[src/rtl/cmsdk_uart_stimulus_if.sv]
// Bench-side byte write port of the UART stimulus transmitter.
// Valid/ready: a byte transfers on a rising clock edge when DATA_VALID && DATA_READY;
// DATA_VALID while DATA_READY is low is simply dropped, so the master need not hold it.
interface cmsdk_uart_stimulus_if;
    logic [7:0] DATA_IN;
    logic       DATA_VALID;
    logic       DATA_READY;

    modport master (output DATA_IN, output DATA_VALID, input DATA_READY);
    modport slave  (input DATA_IN, input DATA_VALID, output DATA_READY);
endinterface

[src/rtl/cmsdk_uart_stimulus.sv]
// Testbench-side UART transmitter: byte FIFO feeding an 8-bit serialiser with
// optional parity, producing a registered TXD line for the MCU UART RXD pin.
module cmsdk_uart_stimulus #(
    parameter int BAUDDIV    = 16,
    parameter int FIFO_DEPTH = 4,
    parameter bit PARITY_EN  = 1'b0,
    parameter bit PARITY_ODD = 1'b0
) (
    input  logic                        CLK,
    input  logic                        RESETn,
    input  logic                        ENABLE,
    cmsdk_uart_stimulus_if.slave        wr,
    output logic                        TXD,
    output logic                        BUSY,
    output logic                        TX_DONE,
    output logic [$clog2(FIFO_DEPTH):0] FIFO_LEVEL,
    output logic [15:0]                 BYTE_COUNT,
    output logic [2:0]                  state_dbg
);
    localparam int AW = $clog2(FIFO_DEPTH);
    localparam int LW = AW + 1;
    localparam int CW = (BAUDDIV > 2) ? $clog2(BAUDDIV) : 1;

    if (BAUDDIV < 2) begin : g_bad_bauddiv
        $error("cmsdk_uart_stimulus: BAUDDIV must be >= 2");
    end
    if (FIFO_DEPTH < 2 || FIFO_DEPTH > 64 || (FIFO_DEPTH & (FIFO_DEPTH - 1)) != 0) begin : g_bad_depth
        $error("cmsdk_uart_stimulus: FIFO_DEPTH must be a power of 2 in 2..64");
    end

    typedef enum logic [2:0] {
        S_IDLE   = 3'd0,
        S_START  = 3'd1,
        S_DATA   = 3'd2,
        S_PARITY = 3'd3,
        S_STOP   = 3'd4
    } state_t;

    state_t         state_q, state_d;
    logic [CW-1:0]  baud_q;
    logic [2:0]     bit_q;
    logic [7:0]     shift_q;
    logic           par_q;
    logic           txd_q, txd_d;
    logic           pop, push, bit_end, fifo_empty;
    logic [AW-1:0]  wr_ptr, rd_ptr;
    logic [LW-1:0]  level_q;
    logic [15:0]    count_q;
    logic [7:0]     mem [FIFO_DEPTH];

    assign bit_end    = (baud_q == CW'(BAUDDIV - 1));
    assign fifo_empty = (level_q == '0);
    // Ready comes from the registered level only, so a pop never opens a slot in the same cycle.
    assign wr.DATA_READY = (level_q != LW'(FIFO_DEPTH));
    assign push       = wr.DATA_VALID && wr.DATA_READY;

    always_comb begin
        state_d = state_q;
        txd_d   = txd_q;
        pop     = 1'b0;
        unique case (state_q)
            S_IDLE: begin
                if (ENABLE && !fifo_empty) begin
                    pop     = 1'b1;
                    state_d = S_START;
                    txd_d   = 1'b0;
                end
            end
            S_START: begin
                if (bit_end) begin
                    state_d = S_DATA;
                    txd_d   = shift_q[0];
                end
            end
            S_DATA: begin
                if (bit_end) begin
                    if (bit_q == 3'd7) begin
                        if (PARITY_EN) begin
                            state_d = S_PARITY;
                            txd_d   = par_q;
                        end else begin
                            state_d = S_STOP;
                            txd_d   = 1'b1;
                        end
                    end else begin
                        txd_d = shift_q[bit_q + 3'd1];
                    end
                end
            end
            S_PARITY: begin
                if (bit_end) begin
                    state_d = S_STOP;
                    txd_d   = 1'b1;
                end
            end
            S_STOP: begin
                // Back-to-back frames: the next start bit follows the stop bit directly.
                if (bit_end) begin
                    if (ENABLE && !fifo_empty) begin
                        pop     = 1'b1;
                        state_d = S_START;
                        txd_d   = 1'b0;
                    end else begin
                        state_d = S_IDLE;
                    end
                end
            end
            default: state_d = S_IDLE;
        endcase
    end

    always_ff @(posedge CLK or negedge RESETn) begin
        if (!RESETn) begin
            state_q <= S_IDLE;
            txd_q   <= 1'b1;
            baud_q  <= '0;
            bit_q   <= '0;
            shift_q <= '0;
            par_q   <= 1'b0;
        end else begin
            state_q <= state_d;
            txd_q   <= txd_d;
            if (state_q == S_IDLE || bit_end) baud_q <= '0;
            else                              baud_q <= baud_q + 1'b1;
            if (state_q != S_DATA) bit_q <= '0;
            else if (bit_end)      bit_q <= bit_q + 3'd1;
            if (pop) begin
                shift_q <= mem[rd_ptr];
                par_q   <= (^mem[rd_ptr]) ^ PARITY_ODD;
            end
        end
    end

    always_ff @(posedge CLK or negedge RESETn) begin
        if (!RESETn) begin
            wr_ptr  <= '0;
            rd_ptr  <= '0;
            level_q <= '0;
            count_q <= '0;
        end else begin
            if (push) wr_ptr <= wr_ptr + 1'b1;
            if (pop)  rd_ptr <= rd_ptr + 1'b1;
            case ({push, pop})
                2'b10:   level_q <= level_q + 1'b1;
                2'b01:   level_q <= level_q - 1'b1;
                default: level_q <= level_q;
            endcase
            if (TX_DONE) count_q <= count_q + 16'd1;
        end
    end

    // Storage is not reset; a flush is just the pointer and level clear above.
    always_ff @(posedge CLK) begin
        if (push) mem[wr_ptr] <= wr.DATA_IN;
    end

    assign TX_DONE    = (state_q == S_STOP) && bit_end;
    assign TXD        = txd_q;
    assign BUSY       = (state_q != S_IDLE) || !fifo_empty;
    assign FIFO_LEVEL = level_q;
    assign BYTE_COUNT = count_q;
    assign state_dbg  = state_q;
endmodule

[src/flat_wrapper.sv]
// flat-port wrapper written by rule: the top's interface ports become plain ports
module cmsdk_uart_stimulus_flat 
#(
    parameter int BAUDDIV    = 16,
    parameter int FIFO_DEPTH = 4,
    parameter bit PARITY_EN  = 1'b0,
    parameter bit PARITY_ODD = 1'b0
)
  (CLK, RESETn, ENABLE, TXD, BUSY, TX_DONE, FIFO_LEVEL, BYTE_COUNT, state_dbg, wr_DATA_IN, wr_DATA_VALID, wr_DATA_READY);
  cmsdk_uart_stimulus_if wr_i ();
  input  logic CLK;
  input  logic RESETn;
  input  logic ENABLE;
  output logic TXD;
  output logic BUSY;
  output logic TX_DONE;
  output logic [$clog2(FIFO_DEPTH):0] FIFO_LEVEL;
  output logic [15:0] BYTE_COUNT;
  output logic [2:0] state_dbg;
  input wire logic [$bits(wr_i.DATA_IN)-1:0] wr_DATA_IN;
  input wire logic [$bits(wr_i.DATA_VALID)-1:0] wr_DATA_VALID;
  output wire logic [$bits(wr_i.DATA_READY)-1:0] wr_DATA_READY;
  assign wr_i.DATA_IN = wr_DATA_IN;
  assign wr_i.DATA_VALID = wr_DATA_VALID;
  assign wr_DATA_READY = wr_i.DATA_READY;
  cmsdk_uart_stimulus #(.BAUDDIV(BAUDDIV), .FIFO_DEPTH(FIFO_DEPTH), .PARITY_EN(PARITY_EN), .PARITY_ODD(PARITY_ODD)) u_core (.CLK(CLK), .RESETn(RESETn), .ENABLE(ENABLE), .wr(wr_i), .TXD(TXD), .BUSY(BUSY), .TX_DONE(TX_DONE), .FIFO_LEVEL(FIFO_LEVEL), .BYTE_COUNT(BYTE_COUNT), .state_dbg(state_dbg));
endmodule
[config.mk]
export PLATFORM = sky130hd
export DESIGN_NAME = cmsdk_uart_stimulus_flat
export DESIGN_NICKNAME = d
export VERILOG_FILES = /design/src/rtl/cmsdk_uart_stimulus_if.sv /design/src/rtl/cmsdk_uart_stimulus.sv /design/src/flat_wrapper.sv
export SDC_FILE = /design/constraint.sdc
export NUM_CORES = 1
export LEC_CHECK = 0
export ABC_AREA = 1
export CORE_MARGIN = 10
export CORE_UTILIZATION = 30
export DETAILED_ROUTE_END_ITERATION = 16
export PLACE_DENSITY = 0.56
export SYNTH_ARGS = -nofsm -noshare
export SYNTH_HDL_FRONTEND = slang
export SYNTH_SLANG_ARGS = --single-unit
[constraint.sdc]
create_clock -name CLK -period 2.5 [get_ports CLK]
set_input_delay 0.5 -clock CLK [delete_from_list [all_inputs] [get_ports CLK]]
set_output_delay 0.5 -clock CLK [all_outputs]
set_load 0.02 [all_outputs]
; ---- After elaboration in Yosys (flattened, before gate mapping)
; Memories as Yosys holds them, arrays and structs flattened. A register that Yosys moved wholly into a read port is not among the register bits.
; Cells that the tools add are included.
[op_classes]
add_sub_neg = 7
multipliers = 0
div = 0
order_cmp = 1
n_eq_ne = 16
shift = 0
muxes = 26
bitwise = 0
n_reduce_logical = 15
[ops]
columns = cell, count
row1 = 3-bit two-way mux, 8
row2 = "16-bit by 1-bit adder with 16-bit output, second input constant", 1
row3 = 3-bit one-hot mux with 5 select lines, 1
row4 = 1-bit two-way mux, 12
row5 = "2-bit by 1-bit != test with 1-bit output, second input constant", 6
row6 = "3-bit by 1-bit adder with 3-bit output, second input constant", 2
row7 = "3-bit by 2-bit equality test with 1-bit output, second input constant", 2
row8 = "3-bit equality test, second input constant", 2
row9 = 3-bit logical NOT, 2
row10 = 3-bit one-hot mux with 2 select lines, 1
row11 = 6-bit AND reduction, 1
row12 = 1-bit one-hot mux with 5 select lines, 1
row13 = 5-bit AND reduction, 1
row14 = 5-bit nonzero test, 1
row15 = "2-bit by 1-bit adder with 2-bit output, second input constant", 2
row16 = "4-bit by 1-bit adder with 4-bit output, second input constant", 1
row17 = "4-bit equality test, second input constant", 1
row18 = "3-bit by 4-bit < comparator with 1-bit output, second input constant", 1
row19 = 4-bit two-way mux, 1
row20 = 2-bit nonzero test, 2
row21 = 1-bit binary-select mux with 3-bit select, 1
row22 = "3-bit by 1-bit equality test with 1-bit output, second input constant", 1
row23 = 1-bit logical AND, 3
row24 = "3-bit by 2-bit != test with 1-bit output, second input constant", 1
row25 = other kinds (8), 10
[totals]
regBits = 34
latch_bits = 0
ramBits = 32
romBits = 0
in_bits = 12
out_inout_bits = 26
word_cells = 74
memories = 1
[memory_table]
columns = memory, depth, word_bits, read_ports, rd_clocked_by_memory_dff, write_ports, line
row1 = u_core.mem, 4, 8, 1, 1, 1, cmsdk_uart_stimulus.sv:49  ; logic [7:0] mem [FIFO_DEPTH];

; ---- Depth between registers and ports, before layout
[logic_depth]
ltp_word = 8
mapped_depth = 12

; ---- Least setup slack after synthesis
; OpenSTA, ideal clock, no wires.
[synth_path]
path_type = reg2reg
start = reg u_core.state_q[0] (netlist: u_core.state_dbg[0])
end = reg u_core.level_q[2] (netlist: u_core.FIFO_LEVEL[2])
setup_time_ns = 0.131
t_arrival_ns = 2.063
path_slack_ns = 0.306
path_stages_with_launch = 12
n_path_buf = 0
synth_period_minus_slack_ns = 2.194
cell_sequence = dfrtp_1 > nor2_4 > inv_1 > nor2_2 > nand2_4 > clkinv_2 > ha_1 > inv_1 > fa_1 > a21oi_1 > o21ai_0 > xor2_1
[synth_via]
elab_chain_len = 4
[synth_lines]
columns = item, line
row1 = from (decl), cmsdk_uart_stimulus.sv:39  ; state_t state_q, state_d;
row2 = from (signal assigned), cmsdk_uart_stimulus.sv:121  ; state_q <= state_d;
row3 = 3-bit equality test or 3-bit logical NOT (tied branches), cmsdk_uart_stimulus.sv:61  ; unique case (state_q)
row4 = 1-bit one-hot mux with 2 select lines (*), cmsdk_uart_stimulus.sv:61
row5 = named net u_core.pop, cmsdk_uart_stimulus.sv:45  ; logic pop, push, bit_end, fifo_empty;
row6 = 2-bit by 1-bit equality test with 1-bit output or 2-bit equality test (tied branches), cmsdk_uart_stimulus.sv:143  ; case ({push, pop})
row7 = 3-bit one-hot mux with 2 select lines or 2-bit nonzero test (tied branches), n/a
row8 = to (signal assigned), cmsdk_uart_stimulus.sv:144  ; 2'b10: level_q <= level_q + 1'b1;
row9 = to (signal assigned), cmsdk_uart_stimulus.sv:145  ; 2'b01: level_q <= level_q - 1'b1;
row10 = to (signal assigned), cmsdk_uart_stimulus.sv:146  ; default: level_q <= level_q;
row11 = to (decl), cmsdk_uart_stimulus.sv:47  ; logic [LW-1:0] level_q;
; The timed path passes the listed nets; every way through them passes the cells marked *.
; A chain may end at the register's enable or synchronous reset.

; ---- Worst setup path after layout
[layout_path]
start = reg u_core.baud_q[0]
end = reg u_core.level_q[2] (netlist: u_core.FIFO_LEVEL[2])
[layout_via]
elab_chain_len = 5
[layout_lines]
columns = item, line
row1 = from (decl), cmsdk_uart_stimulus.sv:40  ; logic [CW-1:0] baud_q;
row2 = from (signal assigned), cmsdk_uart_stimulus.sv:124  ; else baud_q <= baud_q + 1'b1;
row3 = 4-bit equality test (*), cmsdk_uart_stimulus.sv:51  ; assign bit_end = (baud_q == CW'(BAUDDIV - 1));
row4 = 1-bit two-way mux (*), cmsdk_uart_stimulus.sv:98  ; if (bit_end) begin
row5 = 1-bit one-hot mux with 2 select lines (*), cmsdk_uart_stimulus.sv:61
row6 = named net u_core.pop, cmsdk_uart_stimulus.sv:45
row7 = 2-bit by 1-bit equality test with 1-bit output or 2-bit equality test (tied branches), cmsdk_uart_stimulus.sv:143
row8 = 3-bit one-hot mux with 2 select lines or 2-bit nonzero test (tied branches), n/a
; Marked as above.

==> summary.txt <==
Detailed routing
  • WL final: 7110 um
  • Post-route ant nets: 0
  • Via count: 2394
  • Via density: 4.41
  • Drt wl/cell: 13.1 um
  • Drt first pass iters: 4
  • DRC viols: 0
  • Initial DRC Count: 146

Final layout
  • Most frequent cells in the layout: 75 x nand2_1, 47 x nor2_1, 41 x dfrtp_1
  • Filler Cell Count: 1096
  • Most common cell after layout, fill and taps aside: nand2_1
  • Footprint of the multi-input gates: 1240 um^2
  • Share of layout cells above drive strength 1: 0.117
  • Nets: 420
  • Diode count: 0
  • Register Area: 2010 um^2
  • Area added between synthesis and finish: 26.6%

Critical path
  • Slack of the worst reg-to-reg path: 0.34 ns
  • CP Launch Type: flip-flop
  • CP bufs+invs: 2
  • Crit Path Category: flip-flop to flip-flop
  • Crit path max fanout: 8
  • Worst setup path startpoint: u_core.baud_q[0]$_DFF_PN0_
  • Worst path most repeated cell: ha_1
  • Required time of the critical path: 2.71 ns
  • R2r worst-path depth: 11
  • Slowest stage delay, CP: 0.38 ns
  • Worst Setup End Kind: flip-flop
  • Reg2reg end: u_core.FIFO_LEVEL[2]$_DFFE_PN0P_
  • CP Cell Sequence: ha_1, nand3_2, nand2_1, nand2_4, clkinv_2, ha_1, inv_1, fa_1, a21oi_1, o21ai_0, xor2_1
  • Top Family by Delay on Critical Path: adder cells
  • Slowest cell on crit path: fa_1
  • Worst R2R Start: u_core.baud_q[0]$_DFF_PN0_
  • Crit path arrival time: 2.37 ns

Power and ir drop
  • Switch Pwr: 1520 uW
  • Sequential share of power: 0.409
  • P_int: 2900 uW
  • Clock power frac: 0.298
  • Max rail drop VDD: 577 uV
  • Net Sw Frac: 0.344
  • Logic gate share of total power: 0.292
  • Leak: 0.00187 uW
  • Power density cells: 1020 nW/um^2

Global routing
  • Global-route wire length before repair: 12200 um
  • Congestion Overflow GR: 0
  • Largest net degree at the start of global routing: 31
  • Initial antenna violation count: 0
  • Via count of the first global-routing pass: 2405
  • Tot GR Track Use: 0.0941

Place
  • GP Congestion: 0.814
  • DP Wirelength: 5210 um
  • Port Buf Inserts: 37
  • Dpl ws: 0.0893 ns

Synthesis
  • Synth Cell Area: 3430 um^2
  • Post-Syn Nets: 367
  • Avg Cell Area, Syn: 9.94 um^2
  • Synth warnings: 0
  • Count of unique library cells instantiated by Yosys: 32
  • Seq/Total Area, Yosys: 0.587
  • Synth Register Bits: 74
  • Synth Instances: 345

STA
  • Crit share post-route: 0.864
  • Setup violations, final: 0
  • Clk_skew: 0.00909 ns
  • Peak Freq: 0.463 GHz
  • Final hold vios: 0
  • Worst-Margin Slew: 0.696 ns
  • Slew HR: 0.536
  • Max Slew Vio Count: 0
  • Worst setup margin: 0.339 ns
  • Unrepaired setup endpoints after global routing: no
  • Minimum clock period: 2.16 ns
  • Sum of negative setup slack: 0 ns

Die
  • Die height: 127 um
  • Die area: 16100 um^2
  • Initial Util: 0.311
  • DIE WIDTH: 127 um
  • IO Count: 38
  • Placeable Area: 11000 um^2
  • Row Count: 38

Status
  • Status: finished clean

Job
  • Max Cap Viol: 0

Clocking
  • Cts bufs inserted: 9
  • Hold_buf cts: 0
  • Clk buf depth: 2
  • Root Driver: clkbuf_16
  • Skew-Pair Late Insertion Delay: 0.33 ns
  • Clock-pin slew on the worst setup and hold paths: 0.06 ns
  • Post-CTS Setup Bufs: 0
  • Clock sinks: 74
  • H-Tree Depth: 3
  • CTS tree: built

Hold path
  • Hold Path Class: input pin to async pin
## cell type report
class / instances / area share
well taps: 140 / 0.0403
multi-input cells: 226 / 0.285
clock buffers: 10 / 0.0550
flip-flops and latches: 74 / 0.464
clock inverters: 6 / 0.0167
repair buffers: 49 / 0.106
inverters: 38 / 0.0331
## registers in the layout, indices dropped and copies added (netlist names)
register,cells
u_core.baud_q,4
u_core.TXD,1
u_core.FIFO_LEVEL,3
u_core.bit_q,3
u_core.mem,32
u_core.rd_ptr,2
u_core.BYTE_COUNT,16
u_core.wr_ptr,2
u_core.state_dbg,3
u_core.shift_q,8
## metrics by stage
| stage | power [uW] | instance area (um^2) | cells | utilization | hold slack (ns) |
|---|---|---|---|---|---|
| 2_1_floorplan | 2680 | 3430 | 345 | - | 0.204 |
| 3_3_place_gp | 3130 | 4030 | 527 | 0.365 | 0.445 |
| 3_5_place_dp | 3160 | 4030 | 527 | 0.365 | 0.452 |
| 4_1_cts | 4490 | 4340 | 543 | 0.393 | 0.234 |
| 5_1_grt | 4770 | 4340 | 543 | 0.394 | 0.270 |
| 6_report | 4420 | 4340 | 543 | 0.394 | 0.213 |
## power by group through the flow
stage          sequential [uW]  combinational (uW)  clock [uW]
3_5_place_dp              1840                1320           0
2_1_floorplan             1780                 900           0
6_report                  1810                1290        1320
4_1_cts                   1820                1330        1350
5_1_grt                   1850                1510        1400
3_3_place_gp              1820                1310           0
## worst max path at each step
stage / endpoint / slack [ns] / depth (start not counted)
detailed placement: u_core.FIFO_LEVEL[2]$_DFFE_PN0P_ / 0.09 / 11
floorplan: u_core.FIFO_LEVEL[2]$_DFFE_PN0P_ / 0.31 / 11
CTS: BUSY / 0.03 / 4
global placement: u_core.FIFO_LEVEL[2]$_DFFE_PN0P_ / 0.11 / 11
global route: u_core.FIFO_LEVEL[2]$_DFFE_PN0P_ / 0.13 / 11
finish: u_core.FIFO_LEVEL[2]$_DFFE_PN0P_ / 0.34 / 11
## layer usage
metal / GRT usage / vias to the layer above / part of all wire
li1: - / 1233 / -
met1: 0.121 / 1114 / 0.48
met2: 0.142 / 37 / 0.47
met3: 0.0262 / 10 / 0.037
met4: 0.0462 / 0 / 0.018
met5: 0 / - / 0
## cell usage after synthesis (all sizes together)
master,count,area share
clkbuf,2,0.0022
edfxtp,32,0.28
o21ai,22,0.033
xor2,12,0.031
or2,1,0.0018
inv,36,0.039
buf,5,0.0080
dfstp,1,0.0077
fa,1,0.0058
clkinv,2,0.0026
xnor2,6,0.015
nand4,3,0.0055
nor2,54,0.071
nor3,5,0.0088
dfrtp,41,0.30
ha,9,0.033
nand3,21,0.036
a21oi,4,0.0058
o31ai,2,0.0044
o32ai,7,0.018
nand2,79,0.092
## what timing repair did
action | 4_1_cts | 5_1_grt
endpoints found under the hold margin | 0 | 0
setup endpoints to repair | 0 | 2
gates resized for setup | 0 | 2
## logic make-up (layout without fill, tap and decap cells)
| group | count (synthesis) | count (layout) | synth area share |
|---|---|---|---|
| AND/OR/NAND/NOR | 163 | 163 | 0.215 |
| flip-flops | 74 | 74 | 0.587 |
| buffers and inverters | 45 | 103 | 0.0522 |
| AO/OA/AOI/OAI | 35 | 35 | 0.0613 |
| XOR/XNOR | 18 | 18 | 0.0460 |
| adder cells (fa/ha/maj) | 10 | 10 | 0.0387 |
(Power assumes the default switching activity.)
